### src/rtl/sub_serial.sv
// Digit-serial two's-complement subtractor: result = A - B (mod 2^WIDTH), computed as
// A + ~B + 1 one DIGIT-wide slice per clock with a registered carry between slices.
//
// Ports:
//   clk    - rising-edge clock
//   rst    - synchronous active-high reset
//   start  - request; sampled only in IDLE or DONE
//   A, B   - minuend / subtrahend, captured on the accepted start edge
//   busy   - high while digits are being processed
//   done   - one-cycle pulse when the published outputs become valid
//   result - A - B mod 2^WIDTH
//   Bout   - unsigned borrow (A < B unsigned)
//   zero   - result == 0
//   neg    - result MSB
//   ovf    - signed overflow of the subtraction
module sub_serial #(
  parameter int WIDTH = 32,
  parameter int DIGIT = 4
) (
  input  logic             clk,
  input  logic             rst,
  input  logic             start,
  input  logic [WIDTH-1:0] A,
  input  logic [WIDTH-1:0] B,
  output logic             busy,
  output logic             done,
  output logic [WIDTH-1:0] result,
  output logic             Bout,
  output logic             zero,
  output logic             neg,
  output logic             ovf
);

  localparam int N  = WIDTH / DIGIT;
  localparam int CW = (N > 1) ? $clog2(N) : 1;
  localparam logic [CW-1:0] LastCnt = CW'(N - 1);

  typedef enum logic [1:0] {StIdle, StRun, StDone} state_e;

  state_e           state_q, state_d;
  logic [WIDTH-1:0] a_q, b_q;
  logic [WIDTH-1:0] part_q, part_d;
  logic [CW-1:0]    cnt_q;
  logic             carry_q;
  logic [DIGIT:0]   sum;
  logic             accept;
  logic             last;
  int unsigned      base;

  // Control: next state and handshake outputs.
  always_comb begin
    state_d = state_q;
    busy    = 1'b0;
    done    = 1'b0;
    accept  = 1'b0;
    last    = 1'b0;
    unique case (state_q)
      StIdle: begin
        if (start) begin
          accept  = 1'b1;
          state_d = StRun;
        end
      end
      StRun: begin
        busy = 1'b1;
        if (cnt_q == LastCnt) begin
          last    = 1'b1;
          state_d = StDone;
        end
      end
      StDone: begin
        done = 1'b1;
        if (start) begin
          accept  = 1'b1;
          state_d = StRun;
        end else begin
          state_d = StIdle;
        end
      end
      default: state_d = StIdle;
    endcase
  end

  always_ff @(posedge clk) begin
    if (rst) begin
      state_q <= StIdle;
    end else begin
      state_q <= state_d;
    end
  end

  // One digit slice of A + ~B + carry; the slice result is merged into the partial result so
  // the final digit can be published in the same edge it is computed.
  always_comb begin
    base   = DIGIT * 32'(cnt_q);
    sum    = {1'b0, a_q[base +: DIGIT]} + {1'b0, ~b_q[base +: DIGIT]}
             + {{DIGIT{1'b0}}, carry_q};
    part_d = part_q;
    part_d[base +: DIGIT] = sum[DIGIT-1:0];
  end

  always_ff @(posedge clk) begin
    if (rst) begin
      a_q     <= '0;
      b_q     <= '0;
      part_q  <= '0;
      cnt_q   <= '0;
      carry_q <= 1'b0;
      result  <= '0;
      Bout    <= 1'b0;
      zero    <= 1'b0;
      neg     <= 1'b0;
      ovf     <= 1'b0;
    end else if (accept) begin
      a_q     <= A;
      b_q     <= B;
      cnt_q   <= '0;
      carry_q <= 1'b1;  // +1 of the two's-complement negation of B
    end else if (busy) begin
      part_q  <= part_d;
      carry_q <= sum[DIGIT];
      cnt_q   <= cnt_q + 1'b1;
      if (last) begin
        result <= part_d;
        Bout   <= ~sum[DIGIT];
        zero   <= ~|part_d;
        neg    <= part_d[WIDTH-1];
        ovf    <= (a_q[WIDTH-1] != b_q[WIDTH-1]) && (part_d[WIDTH-1] != a_q[WIDTH-1]);
      end
    end
  end

endmodule

### config.mk
export PLATFORM = sky130hd
export DESIGN_NAME = sub_serial
export DESIGN_NICKNAME = d
export VERILOG_FILES = /design/src/rtl/sub_serial.sv
export SDC_FILE = /design/constraint.sdc
export NUM_CORES = 1
export LEC_CHECK = 0
export BUFFER_PORTS_ARGS = -buffer_cell sky130_fd_sc_hd__buf_2
export CAP_MARGIN = 5
export CORE_ASPECT_RATIO = 0.6
export CORE_UTILIZATION = 38
export DETAILED_ROUTE_END_ITERATION = 8
export GPL_ROUTABILITY_DRIVEN = 0
export PLACE_DENSITY_LB_ADDON = 0.12
export SKIP_LAST_GASP = 1
export SLEW_MARGIN = 5
export SYNTH_ARGS = -nofsm -noshare
export SYNTH_HDL_FRONTEND = slang
export SYNTH_SLANG_ARGS = --single-unit
### constraint.sdc
create_clock -name clk -period 7.3 [get_ports clk]
set_input_delay 0.73 -clock clk [delete_from_list [all_inputs] [get_ports clk]]
set_output_delay 0.73 -clock clk [all_outputs]
set_load 0.03 [all_outputs]
==> results of run 1 <==
[cells by family (layout without fill, tap and decap cells)]
group / after synthesis / count (layout) / share of synthesized area (%)
simple gates: 331 / 331 / 22.9
compound gates: 190 / 190 / 19.0
flops: 137 / 137 / 42.7
buf+inv: 71 / 150 / 5.16
mux: 27 / 27 / 7.33
fa+ha+maj: 12 / 12 / 2.57
xor+xnor: 3 / 3 / 0.409
[final cells by class]
class                           count  area [um^2]
Clock inverter                     13          169
Tap cell                          228          285
Sequential cell                   137         2740
Clock buffer                       19          443
Multi-Input combinational cell    563         3360
Inverter                            7         26.3
Fill cell                        1650         8790
Timing Repair Buffer              111          576
[flip-flops by register name, summed over array words and instances (netlist names), 2 cells and up]
register  count
a_q          32
b_q          32
part_q       32
result       32
cnt_q         3
state_q       2
[cell usage in the layout (no fill, tap or decap), types with 5 or more instances in the layout]
cell type,netlist,routed
buf_2,5,103
ha_1,10,10
clkbuf_16,0,17
nor2b_1,6,5
a211oi_1,38,38
nor2_1,78,78
a21oi_1,99,99
or3_1,5,5
nand2_1,177,177
o21ai_0,14,14
nand2b_1,6,5
inv_1,5,5
nor3_1,25,25
mux2i_1,11,11
dfxtp_1,137,136
buf_4,1,8
mux4_2,16,16
[final timing paths]
check,start,end,slack [ns],cells past startpoint
worst min register to register,a_q[29]$_SDFFE_PP0P_,a_q[29]$_SDFFE_PP0P_,0.45,2
worst min-delay path,a_q[29]$_SDFFE_PP0P_,a_q[29]$_SDFFE_PP0P_,0.45,2
worst max register to register,cnt_q[0]$_SDFFE_PP0P_,zero$_SDFFE_PP0P_,3.10,13
worst max-delay path,cnt_q[0]$_SDFFE_PP0P_,zero$_SDFFE_PP0P_,3.10,13
[stage by stage]
step	cell area, um^2	setup slack [ns]	total power, mW	util [%]
global placement	6980	2.83	1.06	42.6
finish	7600	3.10	1.96	46.4
detailed placement	6980	2.60	1.07	42.6
global route	7600	2.85	2.03	46.4
floorplan	6420	3.54	0.986	-
CTS	7590	2.55	1.96	46.3
[worst reg2reg max path, stage by stage (launching register included)]
cell,delay [ns]
dfxtp_2,0.64
buf_4,0.36
mux4_2,0.55
mux2i_1,0.22
fa_1,0.24
inv_1,0.06
fa_1,0.43
xnor2_1,0.40
buf_4,0.28
nor2_1,0.11
o31a_2,0.39
nor4_4,0.21
nand4_1,0.11
o21ai_1,0.13
[report_power, final]
group	switching [mW]	internal, mW
registers	0.0237	0.779
logic	0.167	0.0915
clock network	0.344	0.551
total	0.535	1.42
[per-layer routing]
layer	up-vias	part of all wire (%)	wire length (um)	track usage (%)
li1	2822	-	-	-
met1	2660	56	10300	35.3
met2	174	37	6880	28.5
met3	15	6.5	1200	4.49
met4	0	0.72	133	4.78
met5	-	0	0	0
==> results.sh, run 1 <==
export IMPL_synth_warning_count=0
export IMPL_setup_viol_count_final=0
export IMPL_dr_pass1_iters=7
export IMPL_dp_cells=1045
export IMPL_drive_above_1_share_pct=21.6
export IMPL_relSlewSlack_pct=18.1
export IMPL_synthTopCellsByArea="dfxtp_1 43%, nand2_1 10%, a21oi_1 7.7%"
export IMPL_drt_initial_drc_count=444
export IMPL_ys_top_cells_by_count="177 x nand2_1, 137 x dfxtp_1, 99 x a21oi_1"
export IMPL_cts_root_buf="clkbuf_16"
export IMPL_rsz0062_at_grt="false"
export IMPL_cp_data_arrival_time_ns=4.54
export IMPL_maxSlewViolCount=0
export IMPL_synth_edf_count=0
export IMPL_worstPathMaxFanout=21
export IMPL_cts_tree="built"
export IMPL_cts_htree_levels=4
export IMPL_post_drt_wl_per_cell_um=17.2
export IMPL_path_buf_inv=3
export IMPL_synth_avg_cell_area_um2=8.33
export IMPL_cts_hold_buffers=0
export IMPL_fp_dieW_um=170
export IMPL_async_reset_ff_share_pct=0
export IMPL_start_util_pct=39.2
export IMPL_syn_nets=850
export IMPL_numCtsBuffers=17
export IMPL_area_growth_syn_to_layout_pct=18.4
export IMPL_critPathKind="flop to flop"
export IMPL_synthFlopType="dfxtp_1"
export IMPL_grt_use_total_pct=21.8
export IMPL_leakagePower_nw=2.94
export IMPL_cp_cell_sequence="buf_4, mux4_2, mux2i_1, fa_1, inv_1, fa_1, xnor2_1, buf_4, nor2_1, o31a_2, nor4_4, nand4_1, o21ai_1"
export IMPL_fmax_mhz=238
export IMPL_diodes=0
export IMPL_clkTransAtPathRegs_ns=0.06
export IMPL_final_cells=1078
export IMPL_worst_setup_path_end_kind="flop"
export IMPL_skew_ns=0.0125
export IMPL_wl_mm=18.5
export IMPL_finalCritPeriodShare_pct=57.5
export IMPL_powerDensity_nw_per_um2=257
export IMPL_outcome="finished clean"
export IMPL_synth_seq_cells=137
export IMPL_die_area_um2=17400
export IMPL_yosysMostFrequentCell="nand2_1"
export IMPL_row_count=36
export IMPL_coreArea_um2=16400
export IMPL_hp_class="flop to flop"
export IMPL_drc=0
export IMPL_cts_sinks=137
export IMPL_synthCells=771
export IMPL_grt_max_degree=71
export IMPL_dieHeight_um=103
export IMPL_grt_pass1_wl_mm=29.0
export IMPL_first_global_vias=5194
export IMPL_cp_slowest_cell="dfxtp_2"
export IMPL_tightest_slew_ns=1.23
export IMPL_crit_family="multiplexers"
export IMPL_yosys_area_top_type="dfxtp_1"
export IMPL_grt_overflow=0
export IMPL_num_vias=5671
export IMPL_final_nets=916
export IMPL_viasPerCell=5.26
export IMPL_postCtsResizedCells=0
export IMPL_setup_tns_ns=0
export IMPL_grt_antenna_before_repair=0
export IMPL_cts_setup_buffers=0
export IMPL_synthesis_area_um2=6420
export IMPL_startpoint_type="flop"
export IMPL_synth_yosys_seq_area_share_pct=42.7
export IMPL_io_pin_count=105
export IMPL_crit_required_ns=7.64
export IMPL_yosysUniqueCellTypes=69
export IMPL_cp_slowest_stage_delay_ns=0.64
export IMPL_holdWs_ns=0.451
export IMPL_port_buffers=104
export IMPL_max_cap_viol_count=0
export IMPL_dpl_hpwl_mm=13.1
export IMPL_period_minus_slack_ns=4.20
export IMPL_synthDominantCellAreaShare_pct=42.7
export IMPL_ctsLongestPathBuffers=2
export IMPL_vdd_ir_drop_max_mv=0.124
export IMPL_clk_latency_ns=0.42
export IMPL_final_antenna_net_count=0
export IMPL_hold_violations=0
Power figures use the tool's default switching activity.
==> run 2: changes to the inputs <==
- ABC_AREA: unset -> 1
- clock period: 7.3 -> 4.15 ns (I/O delays scaled with it)
==> results.sh, run 2 <==
export IMPL_drc=0
export IMPL_r2r_start="cnt_q[1]$_SDFFE_PP0P_"
export IMPL_grt_max_degree=72
export IMPL_p_switching_mw=1.07
export IMPL_yosysUniqueCellTypes=34
export IMPL_max_cap_viol_count=0
export IMPL_synthesis_area_um2=6410
export IMPL_p_sw_share_pct=29.0
export IMPL_coreArea_um2=16400
export IMPL_cts_htree_levels=4
export IMPL_clkTransAtPathRegs_ns=0.07
export IMPL_path_buf_inv=3
export IMPL_dpl_hpwl_mm=13.3
export IMPL_start_util_pct=39.2
export IMPL_dr_pass1_iters=5
export IMPL_startpoint="cnt_q[1]$_SDFFE_PP0P_"
export IMPL_power_frac_seq_pct=39.4
export IMPL_synthDominantCellAreaShare_pct=42.8
export IMPL_yosysMostFrequentCell="nor2_1"
export IMPL_startpoint_type="flop"
export IMPL_async_reset_ff_share_pct=0
export IMPL_crit_required_ns=4.50
export IMPL_cts_tree="built"
export IMPL_setup_viol_count_final=0
export IMPL_fin_area_um2=7700
export IMPL_holdWs_ns=0.244
export IMPL_critPathKind="flop to flop"
export IMPL_ctsLongestPathBuffers=2
export IMPL_final_util_pct=47.1
export IMPL_synth_seq_cells=137
export IMPL_cp_cell_sequence="buf_4, o21ai_0, o22ai_1, o21ai_0, fa_1, inv_1, fa_1, nand3_1, nor2_1, inv_1, nand2_1, nand2_1, nand3_1, nor2_1, nand3_1, nor2_1, nand3_1, a21oi_2"
export IMPL_tightest_slew_ns=0.995
export IMPL_cp_slowest_stage_delay_ns=0.55
export IMPL_die_area_um2=17400
export IMPL_whs_endpoint="a_q[29]$_SDFFE_PP0P_"
export IMPL_cts_hold_buffers=0
export IMPL_maxSlewViolCount=0
export IMPL_fmax_mhz=287
export IMPL_worst_r2r_cell_count=18
export IMPL_cts_setup_buffers=0
export IMPL_final_antenna_net_count=0
export IMPL_worst_setup_path_end_kind="flop"
export IMPL_row_count=36
export IMPL_numCtsBuffers=17
export IMPL_power_frac_clock_pct=45.1
export IMPL_cts_sinks=137
export IMPL_relSlewSlack_pct=33.6
export IMPL_combPwrFrac_pct=15.5
export IMPL_wl_mm=18.4
export IMPL_io_pin_count=105
export IMPL_viasPerCell=4.92
export IMPL_hold_depth=3
export IMPL_fillers=1732
export IMPL_grt_use_total_pct=22.0
export IMPL_hold_violations=0
export IMPL_hp_class="primary input to flop"
export IMPL_skew_ns=0.0118
export IMPL_vdd_ir_drop_max_mv=0.215
export IMPL_powerDensity_nw_per_um2=481
export IMPL_diodes=0
export IMPL_post_drt_wl_per_cell_um=14.8
export IMPL_place_area_um2=7050
export IMPL_r2r_slack_ns=0.66
export IMPL_synth_yosys_seq_area_share_pct=42.8
export IMPL_cp_slowest_cell="dfxtp_1"
export IMPL_port_buffers=104
export IMPL_synth_avg_cell_area_um2=6.91
export IMPL_grt_antenna_before_repair=0
export IMPL_power_mw=3.70
export IMPL_drt_initial_drc_count=620
export IMPL_finalCritPeriodShare_pct=84.1
export IMPL_outcome="finished clean"
export IMPL_worstPathMaxFanout=11
export IMPL_crit_family="simple AND/OR/NAND/NOR gates"
export IMPL_yosys_area_top_type="dfxtp_1"
export IMPL_internal_power_mw=2.63
export IMPL_ys_top_cells_by_count="210 x nor2_1, 140 x o21ai_0, 139 x nand2_1"
export IMPL_final_common_cell="nor2_1"
export IMPL_final_nets=1081
export IMPL_cts_root_buf="clkbuf_16"
export IMPL_min_from="A[29]"
export IMPL_r2r_end="zero$_SDFFE_PP0P_"
export IMPL_synthTopCellsByArea="dfxtp_1 43%, nor2_1 12%, o21ai_0 11%"
export IMPL_syn_nets=1006
export IMPL_setup_tns_ns=0
export IMPL_clk_latency_ns=0.42
export IMPL_leakagePower_nw=3.83
export IMPL_final_cell_mix="209 x nor2_1, 140 x o21ai_0, 138 x nand2_1"
export IMPL_synth_edf_count=0
export IMPL_grt_pass1_wl_mm=29.1
export IMPL_grt_overflow=0
export IMPL_synthFlopType="dfxtp_1"
export IMPL_cpMostUsedCell="nand3_1"
export IMPL_period_minus_slack_ns=3.49
export IMPL_synth_warning_count=0
export IMPL_first_global_vias=5229
export IMPL_fp_dieW_um=170
export IMPL_postCtsResizedCells=0
export IMPL_cp_data_arrival_time_ns=3.84
export IMPL_rsz0062_at_grt="false"
export IMPL_num_vias=6113
export IMPL_synthCells=927
export IMPL_drive_above_1_share_pct=16.8
export IMPL_dieHeight_um=103
export IMPL_area_growth_syn_to_layout_pct=20.2
## run 2: power by group through the flow
stage	logic (mW)	registers, mW	clock network [mW]
after floorplan	0.412	1.46	0
after global placement	0.560	1.49	0
after detailed placement	0.562	1.48	0
after CTS	0.566	1.46	1.68
after global routing	0.654	1.47	1.74
final	0.575	1.46	1.67
## run 2: area by class of cell
class	instances	area [um^2]	share of cell area (%)
tap	228	285	3.70
inverter	102	383	4.97
clock buffer	18	439	5.70
sequential	137	2740	35.6
multi-input combinational	633	3060	39.7
timing repair buffer	111	586	7.60
clock inverter	14	209	2.71
## run 2: worst max path at each step
stage                                    to  slack (ns)  cells after the start
final                     zero$_SDFFE_PP0P_        0.66                     18
after global placement    zero$_SDFFE_PP0P_        0.75                     18
after CTS                 zero$_SDFFE_PP0P_        0.69                     18
after global routing      zero$_SDFFE_PP0P_        0.29                     18
after floorplan           zero$_SDFFE_PP0P_        0.81                     22
after detailed placement  zero$_SDFFE_PP0P_        0.71                     18
## run 2: cell families (layout without fill, tap and decap cells)
group	count (synthesis)	count (layout)	synth area share, %
AND/OR/NAND/NOR	393	393	24.9
AO/OA/AOI/OAI	228	228	20.1
buffers and inverters	157	245	9.63
flip-flops	137	137	42.8
adder cells (fa/ha/maj)	12	12	2.58
## run 2: through the flow
| stage | cells | setup slack [ns] |
|---|---|---|
| 5_1_grt | 1243 | 0.285 |
| 6_report | 1243 | 0.660 |
| 2_1_floorplan | 927 | 0.814 |
| 3_5_place_dp | 1211 | 0.712 |
| 4_1_cts | 1243 | 0.694 |
| 3_3_place_gp | 1211 | 0.753 |
## run 2: worst register-to-register path: stages, from the launching register on
cell	delay [ns]
dfxtp_1	0.55
buf_4	0.26
o21ai_0	0.11
o22ai_1	0.24
o21ai_0	0.15
fa_1	0.40
inv_1	0.10
fa_1	0.47
nand3_1	0.12
nor2_1	0.07
inv_1	0.08
nand2_1	0.06
nand2_1	0.12
nand3_1	0.15
nor2_1	0.13
nand3_1	0.10
nor2_1	0.09
nand3_1	0.10
a21oi_2	0.15
## run 2: layer usage
metal  share of wire (%)  vias to the layer above  global-route usage, %  wire length, um
met5                   0                        -                      0                0
li1                    -                     3161                      -                -
met2                  33                      237                   24.9             6000
met3                 8.7                       12                   5.37             1600
met1                  58                     2703                   37.9            10700
met4                0.80                        0                   4.99              147
